--- src/rtl/fir_pkg.sv ---
// Shared widths, coefficients, state type and recursion helper
// for the inverse of the 1,4,16,4,1 FIR.
package fir_pkg;

  localparam int YW = 32;
  localparam int XW = 4;
  localparam int AW = 34;

  localparam int C0 = 1;
  localparam int C1 = 4;
  localparam int C2 = 16;

  typedef enum logic {
    RUN,
    ERROR
  } deconv_state_t;

  // x_hat = y - C1*h1 - C2*h2 - C1*h3 - C0*h4
  // Worked in AW bits so y=2^32-1 stays positive
  // and cannot wrap into the legal 0..15 window.
  function automatic logic signed [AW-1:0] deconv_step(
    input logic [YW-1:0] y,
    input logic [XW-1:0] h1,
    input logic [XW-1:0] h2,
    input logic [XW-1:0] h3,
    input logic [XW-1:0] h4
  );
    logic [AW-1:0] acc;
    acc = AW'(y);
    acc = acc - (AW'(h1) << $clog2(C1));
    acc = acc - (AW'(h2) << $clog2(C2));
    acc = acc - (AW'(h3) << $clog2(C1));
    acc = acc - (AW'(h4) << $clog2(C0));
    return $signed(acc);
  endfunction

endpackage

--- src/rtl/fir_deconv_hist.sv ---
// 4-deep history of recovered samples, h1 newest.
// Ports: clk, rst (sync, low), clr, en_i, d_i -> h1_o..h4_o.
module fir_deconv_hist
  import fir_pkg::*;
(
  input  logic          clk,
  input  logic          rst,
  input  logic          clr,
  input  logic          en_i,
  input  logic [XW-1:0] d_i,
  output logic [XW-1:0] h1_o,
  output logic [XW-1:0] h2_o,
  output logic [XW-1:0] h3_o,
  output logic [XW-1:0] h4_o
);

  logic [XW-1:0] h_q [4];

  always_ff @(posedge clk) begin
    if (!rst || clr) begin
      for (int i = 0; i < 4; i++) h_q[i] <= '0;
    end else if (en_i) begin
      h_q[0] <= d_i;
      h_q[1] <= h_q[0];
      h_q[2] <= h_q[1];
      h_q[3] <= h_q[2];
    end
  end

  assign h1_o = h_q[0];
  assign h2_o = h_q[1];
  assign h3_o = h_q[2];
  assign h4_o = h_q[3];

endmodule

--- src/rtl/fir_deconv.sv ---
// Recovers 4-bit FIR inputs from the filtered stream;
// flags impossible samples and stalls until clr/rst.
// Ports: clk, rst, clr, y_valid/y_ready/y_data in,
// x_valid/x_ready/x_data out, err sticky flag.
module fir_deconv
  import fir_pkg::*;
(
  input  logic          clk,
  input  logic          rst,
  input  logic          clr,
  input  logic          y_valid,
  output logic          y_ready,
  input  logic [YW-1:0] y_data,
  output logic          x_valid,
  input  logic          x_ready,
  output logic [XW-1:0] x_data,
  output logic          err
);

  deconv_state_t state_q;
  logic          x_valid_q;
  logic [XW-1:0] x_data_q;
  logic          err_q;

  logic [XW-1:0] h1, h2, h3, h4;
  logic signed [AW-1:0] x_hat_d;
  logic          good_d;
  logic          y_fire_d;
  logic          x_fire_d;

  assign x_hat_d = deconv_step(y_data, h1, h2, h3, h4);

  // good iff sign clear and nothing above the low XW bits
  assign good_d = !x_hat_d[AW-1] &&
                  (x_hat_d[AW-2:XW] == '0);

  assign y_ready  = (state_q == RUN) &&
                    (!x_valid_q || x_ready);
  assign y_fire_d = y_valid && y_ready;
  assign x_fire_d = x_valid_q && x_ready;

  fir_deconv_hist u_hist (
    .clk  (clk),
    .rst  (rst),
    .clr  (clr),
    .en_i (y_fire_d && good_d),
    .d_i  (x_hat_d[XW-1:0]),
    .h1_o (h1),
    .h2_o (h2),
    .h3_o (h3),
    .h4_o (h4)
  );

  always_ff @(posedge clk) begin
    if (!rst || clr) begin
      state_q   <= RUN;
      x_valid_q <= 1'b0;
      x_data_q  <= '0;
      err_q     <= 1'b0;
    end else begin
      if (x_fire_d) x_valid_q <= 1'b0;
      if (y_fire_d) begin
        if (good_d) begin
          x_valid_q <= 1'b1;
          x_data_q  <= x_hat_d[XW-1:0];
        end else begin
          state_q <= ERROR;
          err_q   <= 1'b1;
        end
      end
    end
  end

  assign x_valid = x_valid_q;
  assign x_data  = x_data_q;
  assign err     = err_q;

endmodule

--- config.mk ---
export PLATFORM = sky130hd
export DESIGN_NAME = fir_deconv
export DESIGN_NICKNAME = d
export VERILOG_FILES = /design/src/rtl/fir_pkg.sv /design/src/rtl/fir_deconv_hist.sv /design/src/rtl/fir_deconv.sv
export SDC_FILE = /design/constraint.sdc
export NUM_CORES = 1
export LEC_CHECK = 0
export ABC_CLOCK_PERIOD_IN_PS = 15530
export CORE_MARGIN = 4
export CORE_UTILIZATION = 35
export CTS_CLUSTER_SIZE = 30
export DETAILED_ROUTE_END_ITERATION = 16
export SLEW_MARGIN = 20
export SYNTH_ARGS = -nofsm -noshare
export SYNTH_HDL_FRONTEND = slang
export SYNTH_SLANG_ARGS = --single-unit
--- constraint.sdc ---
create_clock -name clk -period 15.53 [get_ports clk]
set_input_delay 2.3295 -clock clk [delete_from_list [all_inputs] [get_ports clk]]
set_output_delay 2.3295 -clock clk [all_outputs]
set_load 0.05 [all_outputs]
After elaboration in Yosys (flattened, before gate mapping):

Memories as Yosys holds them, arrays and structs flattened.
Cells that the tools add are included.
W data, S select, Z words.

* register bits after elaboration: 6
* RAM bits: 16
* output and inout bits: 7
* input port bits: 37
* word-level logic and storage cells: 39
* memories: 1

* reductions and logical operators: 13
* muxes and demuxes: 12
* bitwise gates (word level): 6
* $add $sub $neg: 4

Memories
* u_hist.h_q: depth 4, width 4, read ports 4, clocked after memory_dff 0, write ports 4, RTL line fir_deconv_hist.sv:17 `logic [XW-1:0] h_q [4];`

Operators by type and width (count)
* $sub A33 B9 Y34: 1
* $sub A34 B4 Y34: 1
* $sub A34 B6 Y34: 1
* $sub A32 B6 Y33: 1
* $logic_not A29 Y1: 1
* $mux W4: 4
* $mux W1: 8
* $logic_and A1 B1 Y1: 5
* $or A1 B1 Y1: 4
* $reduce_and A2 Y1: 2
* $logic_not A1 Y1: 3
* $logic_or A1 B1 Y1: 2
* $not A1 Y1: 2

Logic depth before layout (Yosys ltp):

Gate-level depths: netlist of run 1.

* depth after elaboration: 11
* gate-level depth with buffers: 23
* depth with buffers taken out: 20

Modules after synthesis:

From an unflattened synthesis of run 1, not the netlist that was laid out.

* cell total of the unflattened synthesis: 371
* area total of the unflattened synthesis: 3064.2 sq um

Modules (own cells, without submodules)
* fir_deconv: area each 2397.3 sq um, seq. area each 120.1 sq um, instances 1, cells an instance 335
* fir_deconv_hist: area each 666.9 sq um, seq. area each 480.5 sq um, instances 1, cells an instance 36

Least setup slack after synthesis of run 1:

OpenSTA, ideal clock, no wires.

* path kind: input port to flip-flop
* start: input y_data[2]
* end: memory u_hist.h_q[0][0], enable pin
* data required time: 15.155 ns
* cell stages on the path: 19
* setup time: 0.375 ns
* path buffers: 1
* setup slack: 8.446 ns
* data arrival time: 6.710 ns
* cell sequence: inv_1 > ha_1 > inv_1 > fa_1 > a21o_1 > a21oi_1 > xor2_1 > fa_1 > ha_1 > and3_1 > a21boi_0 > nor4_1 > nand4_1 > nor4_1 > mux2_2 > a211oi_2 > nand4_1 > buf_2 > nand2b_1

RTL lines
* from (decl): RTL line fir_deconv.sv:13 `input logic [YW-1:0] y_data,`
* to (decl): RTL line fir_deconv_hist.sv:17

==> flow_summary.yaml, run 1 <==
worst_setup_path:
  required_ps: 15420
  reg2reg_depth: 17
  r2r_end: "u_hist.h_q[0][10]$_SDFFCE_PN0P_"
  critPathKind: "in -> reg"
  start_kind: "input pin"
  setup.worst_path.end: "u_hist.h_q[0][10]$_SDFFCE_PN0P_"
  cp_max_fo: 16
  cp_data_arrival_time_ps: 8150
  rrSetupSlack_ps: 9450
  reg2reg_from: "u_hist.h_q[0][0]$_SDFFCE_PN0P_"
  cp-end-kind: "flip-flop"
  crit_start: "y_data[2]"
die:
  die_h_um: 97.7
  die_w_um: 97.7
  initial_core_util: 0.362
  num_io_pins: 44
  die-area_sq_mm: 0.00954
  core_sq_mm: 0.00777
  rows: 32
timing:
  skew_ps: 2.72
  fmax_mhz: 121
  maxSlewHeadroom: 0.325
  rsz0062_at_grt: "false"
  fin_crit_ps: 8260
  post-route-period-util: 0.532
  finalHoldViolCount: 0
  tightest_slew_ps: 1010
  finalSetupViolations: 0
  slew_violations: 0
  fin_setup_tns_ps: 0
clock_network:
  cts_num_sinks: 22
  ctsResizeCount: 0
  clkLatencyLatePin_ps: 260
  ctsHoldBuffers: 0
  cts_root_buf: "clkbuf_8"
  cts_buffers: 3
  cts_tree: "built"
  cts_setup_buffers: 0
  cts-htree-levels: 1
  clk_pin_slew_worst_paths_ps: 70
  cts_max_path_buffers: 2
global_route:
  gr-usage-met2: 0.231
  antenna_found_initial: 0
  grt_max_degree: 19
  grt_overflow: 0
  use_met1: 0.217
  top_usage_layer: "met2"
  track_usage: 0.147
  use_met3: 0.0201
  first_global_vias: 2492
  grt_pass1_wl_um: 11900
yosys:
  synthSimpleGateAreaFrac: 0.307
  synth_top_family_by_area: "simple AND/OR/NAND/NOR gates"
  yosysTopAreaCellShare: 0.171
  ys_types: 61
  synth-seq-area-share: 0.213
  async_flop_share: 0
  synth-compound-area-share: 0.218
  synth.net_count: 411
  synth-main-ff-cell: "edfxtp_1"
  synth_xor_area_frac: 0.0591
  yosys-top-cells-area: "edfxtp_1, ha_1, xnor2_1"
  yosys.area_share.adder: 0.123
  synth_mux_area_frac: 0.0298
  ys_ff_latch: 22
  syn_inst: 350
  ys_warn_count: 0
  yosysTopAreaCell: "edfxtp_1"
  syn-cell-area_sq_mm: 0.00281
  synth_area_per_cell_sq_um: 8.04
  synth_edf_count: 16
power_and_ir_drop:
  clockPowerShare: 0.177
  vdd_drop_max_mv: 0.0297
  power.leakage_nw: 1.21
  p_switching_mw: 0.0765
  p_comb_frac: 0.499
  switching_share: 0.379
  intPower_mw: 0.125
  seqPwrFrac: 0.324
  pwr_density_cell_mw_per_mm2: 59.9
placement:
  dpl.hpwl_um: 6020
  gp_congestion: 0.869
  portBuffers: 43
finish:
  fin_util: 0.434
  final.fill_count: 813
  antenna_cells: 0
  nets: 447
  drive_gt1_frac: 0.0468
  area_growth_pct: 19.7
routing:
  drtPass1Iterations: 4
  vias: 2728
  drt-initial-drc-count: 150
  totalWireLength_um: 7290
  wl_per_cell_um: 15.0
  ant_nets: 0
  drcViolationCount: 0
  vias_per_cell: 5.60
min_path:
  worstHoldPathType: "reg -> reg"
  hold_depth: 2
run_status:
  status: "completed"
flow_run:
  maxCapViolations: 0
## state kept, by name, indices dropped and copies added (netlist names)
name,cells
err,1
x_data,4
x_valid,1
u_hist.h_q,16
## worst min path at each step
| stage | startpoint | to | slack, ps |
|---|---|---|---|
| after global routing | x_data[0]$_SDFFE_PP0P_ | x_data[0]$_SDFFE_PP0P_ | 540 |
| after floorplan | u_hist.h_q[0][10]$_SDFFCE_PN0P_ | u_hist.h_q[0][14]$_SDFFCE_PN0P_ | 530 |
| after detailed placement | x_valid$_SDFF_PP0_ | x_valid$_SDFF_PP0_ | 490 |
| final | x_data[1]$_SDFFE_PP0P_ | x_data[1]$_SDFFE_PP0P_ | 500 |
| after CTS | x_data[1]$_SDFFE_PP0P_ | x_data[1]$_SDFFE_PP0P_ | 500 |
| after global placement | x_data[2]$_SDFFE_PP0P_ | x_data[2]$_SDFFE_PP0P_ | 490 |
## cell families after synthesis
kind of cell,Yosys count
flip-flops,22
adder cells (fa/ha/maj),24
XOR/XNOR,19
multiplexers,8
AND/OR/NAND/NOR,156
AO/OA/AOI/OAI,85
buffers and inverters,36
## layout by cell type, fill, tap and decap left out, types with 9 or more instances in the layout
cell type	instances
a21oi_1	20
and2_1	18
clkdlybuf4s50_1	43
edfxtp_1	16
ha_1	18
inv_1	24
nand2_1	16
nand2b_1	10
nand3_1	12
nand4_1	9
nor2_1	30
nor3_1	17
nor4_1	9
o21ai_0	11
xnor2_1	14
## final cells by class
class | instances | area [sq um] | share of cell area
Sequential cell | 22 | 601 | 0.178
Multi-Input combinational cell | 292 | 2070 | 0.616
Tap cell | 102 | 128 | 0.0379
Clock buffer | 4 | 45.0 | 0.0134
Timing Repair Buffer | 43 | 430 | 0.128
Inverter | 24 | 90.1 | 0.0267
## critical path: stages
cell and delay (ps):
clkdlybuf4s50_1 400, inv_1 60, ha_1 170, inv_1 80, fa_1 430, a21o_1 210, a21oi_1 190, xor2_1 190
fa_1 440, ha_1 400, and3_1 240, a21boi_0 170, nor4_1 530, nand4_1 220, nor4_1 280, mux2_2 380
a211oi_2 210, nand4_1 480, nand2b_1 750
## Yosys cell counts (2+ instances only)
master / count
or4_4: 2
o21ai_0: 11
a211oi_1: 4
and3_1: 3
a21oi_1: 20
nand4b_1: 2
ha_1: 18
nor4b_1: 2
nor2_1: 30
o211a_1: 2
or2_2: 3
o211ai_1: 3
and2_1: 18
clkbuf_1: 9
or3_1: 7
o21a_1: 2
a2111oi_0: 2
xnor2_1: 14
a32oi_1: 2
nor3_1: 17
dfxtp_1: 6
inv_1: 24
nor4_1: 9
nand2_1: 16
nand4_1: 9
a31oi_1: 3
mux2i_1: 5
nand3_1: 12
or2_1: 2
mux2_2: 3
a21bo_2: 2
nor2b_1: 4
xor2_1: 5
edfxtp_1: 16
and3b_1: 3
a21o_1: 7
or4_1: 4
nand2b_1: 10
buf_2: 3
a41oi_1: 2
o31ai_1: 3
o31a_1: 5
a31o_2: 3
fa_1: 6
## through the flow
step	instances	total power, mW	setup slack, ps	cell area [sq um]	hold WS, ps
after floorplan	350	0.135	8450	2810	529
after global placement	483	0.165	7230	3320	492
after detailed placement	483	0.165	6970	3320	487
after CTS	487	0.201	7260	3370	503
after global routing	487	0.216	6850	3370	539
final	487	0.202	7270	3370	495
## per-layer routing
layer	vias to the layer above	wire length, um
met5	-	0
met4	0	71
met3	8	282
met2	62	3230
met1	1274	3710
li1	1384	-
## power groups by stage
stage	registers [mW]	clock network, mW	logic, mW
finish	0.0654	0.0357	0.101
global route	0.0656	0.0386	0.111
CTS	0.0655	0.0362	0.0994
detailed placement	0.0668	0	0.0987
global placement	0.0668	0	0.0983
floorplan	0.0669	0	0.0678
(Power assumes the default switching activity.)
==> run 2, diff against run 1 <==
--- a/config.mk
+++ b/config.mk
@@ -5,7 +5,7 @@
 export SDC_FILE = /design/constraint.sdc
 export NUM_CORES = 1
 export LEC_CHECK = 0
-export ABC_CLOCK_PERIOD_IN_PS = 15530
+export ABC_CLOCK_PERIOD_IN_PS = 7300
 export CORE_MARGIN = 4
 export CORE_UTILIZATION = 35
 export CTS_CLUSTER_SIZE = 30
==> constraint.sdc (replaced) <==
create_clock -name clk -period 7.3 [get_ports clk]
set_input_delay 1.095 -clock clk [delete_from_list [all_inputs] [get_ports clk]]
set_output_delay 1.095 -clock clk [all_outputs]
set_load 0.05 [all_outputs]
==> run 2 against run 1 <==
Effect of this change:
- count of clock-buffer cells in the layout is the same
- global-route usage grew 0.73 points
- die area is the same
- final area grew 1.7%
==> flow_summary.yaml, run 2 (same netlist as run 1, synthesis figures left out) <==
routing:
  drt-initial-drc-count: 242
  ant_nets: 0
  vias: 2786
  drtPass1Iterations: 5
  vias_per_cell: 5.66
  wl_per_cell_um: 15.2
  totalWireLength_um: 7460
  drcViolationCount: 0
timing:
  rsz0062_at_grt: "false"
  finalHoldViolCount: 0
  fin_setup_tns_ps: 0
  worst_slack_ps: 741
  post-route-period-util: 0.899
  skew_ps: 2.01
  holdWs_ps: 504
  tightest_slew_ps: 962
  slew_violations: 0
  finalSetupViolations: 0
  maxSlewHeadroom: 0.342
  fin_crit_ps: 6560
  fmax_mhz: 152
global_route:
  first_global_vias: 2602
  track_usage: 0.154
  grt_max_degree: 19
  grt_pass1_wl_um: 12400
  antenna_found_initial: 0
  grt_overflow: 0
die:
  die-area_sq_mm: 0.00954
  core_sq_mm: 0.00777
  initial_core_util: 0.362
  rows: 32
  die_w_um: 97.7
  num_io_pins: 44
  die_h_um: 97.7
clock_network:
  cts-htree-levels: 1
  clk_pin_slew_worst_paths_ps: 80
  clkLatencyLatePin_ps: 260
  cts_setup_buffers: 0
  ctsResizeCount: 0
  ctsHoldBuffers: 0
  cts_num_sinks: 22
  cts_tree: "built"
  cts_max_path_buffers: 2
  cts_root_buf: "clkbuf_8"
  cts_buffers: 3
finish:
  mostFrequentLayoutCell: "clkdlybuf4s50_1"
  area_growth_pct: 21.8
  final_cell_mix: "clkdlybuf4s50_1, nor2_1, inv_1, a21oi_1"
  fin_area_sq_mm: 0.00343
  largest_reg_flops: 16
  antenna_cells: 0
  top_register: "u_hist.h_q"
  drive_gt1_frac: 0.0615
  nets: 452
  fin_cells: 492
  fin_util: 0.441
placement:
  portBuffers: 43
  dpl.hpwl_um: 6120
  gp_congestion: 0.885
  dp_slack_ps: 457
  post-place-cells: 488
  placed_area_sq_mm: 0.00336
worst_setup_path:
  start_kind: "input pin"
  required_ps: 7430
  setup.worst_path.end: "u_hist.h_q[0][8]$_SDFFCE_PN0P_"
  cp-end-kind: "flip-flop"
  rrSetupSlack_ps: 1640
  crit_path_top_delay_cell: "nor2_1"
  cp_data_arrival_time_ps: 6690
  r2r_end: "u_hist.h_q[0][8]$_SDFFCE_PN0P_"
  reg2reg_from: "u_hist.h_q[0][0]$_SDFFCE_PN0P_"
  crit_start: "y_data[2]"
  reg2reg_depth: 18
  max_stage_delay_ps: 550
  cp_cell_sequence: "clkdlybuf4s50_1, inv_1, ha_1, inv_1, fa_1, a21o_1, a21oi_1, xor2_1, fa_1, ha_1, and3_1, a21boi_0, nor4_1, nand4_1, nor4_1, mux2_2, a211oi_2, nand4_1, nor2_1, and2_1"
  cp_max_fo: 12
  critPathKind: "in -> reg"
power_and_ir_drop:
  p_comb_frac: 0.473
  switching_share: 0.364
  power_mw: 0.455
  pwr_density_cell_mw_per_mm2: 133
  intPower_mw: 0.289
  power.leakage_nw: 1.25
  p_switching_mw: 0.166
  vdd_drop_max_mv: 0.0871
  clockPowerShare: 0.220
  seqPwrFrac: 0.306
run_status:
  status: "completed"
min_path:
  worstHoldPathType: "reg -> reg"
  hold_depth: 2
flow_run:
  maxCapViolations: 0
[run 2: cell types whose count changed in the layout (fill, tap and decap cells not counted), sizes merged]
cell  delta
buf      +5
[run 2: layer usage]
layer,GRT usage,part of all wire
met5,0,0
met4,0.0213,0.0031
met3,0.0187,0.059
met2,0.238,0.45
met1,0.233,0.49
[run 2: how the worst min path moves through the flow]
stage,from,endpoint,slack (ps)
floorplan,u_hist.h_q[0][10]$_SDFFCE_PN0P_,u_hist.h_q[0][14]$_SDFFCE_PN0P_,530
global placement,x_data[3]$_SDFFE_PP0P_,x_data[3]$_SDFFE_PP0P_,480
detailed placement,x_valid$_SDFF_PP0_,x_valid$_SDFF_PP0_,490
CTS,x_valid$_SDFF_PP0_,x_valid$_SDFF_PP0_,510
global route,x_valid$_SDFF_PP0_,x_valid$_SDFF_PP0_,530
finish,x_valid$_SDFF_PP0_,x_valid$_SDFF_PP0_,500
[run 2: worst max-delay path: cells and delay by family]
| kind | cells | cell delay (ps) |
|---|---|---|
| AOI/OAI and AO/OA | 4 | 760 |
| xor gates and xnor gates | 1 | 190 |
| adders and majority gates | 4 | 1420 |
| buffers and inverters | 3 | 530 |
| muxes | 1 | 390 |
| and+or+nand+nor | 7 | 2300 |
[run 2: final cells by class]
type	count	area (sq um)
Tap cell	102	128
Multi-Input combinational cell	292	2070
Fill cell	792	4340
Timing Repair Buffer	48	468
Clock buffer	4	66.3
Inverter	24	90.1
Sequential cell	22	601
[run 2: power groups by stage]
stage	Clock (mW)	Combinational, mW	Sequential (mW)
final	0.100	0.215	0.139
after global routing	0.109	0.238	0.140
after CTS	0.102	0.213	0.139
after detailed placement	0	0.211	0.142
after global placement	0	0.210	0.142
after floorplan	0	0.144	0.142
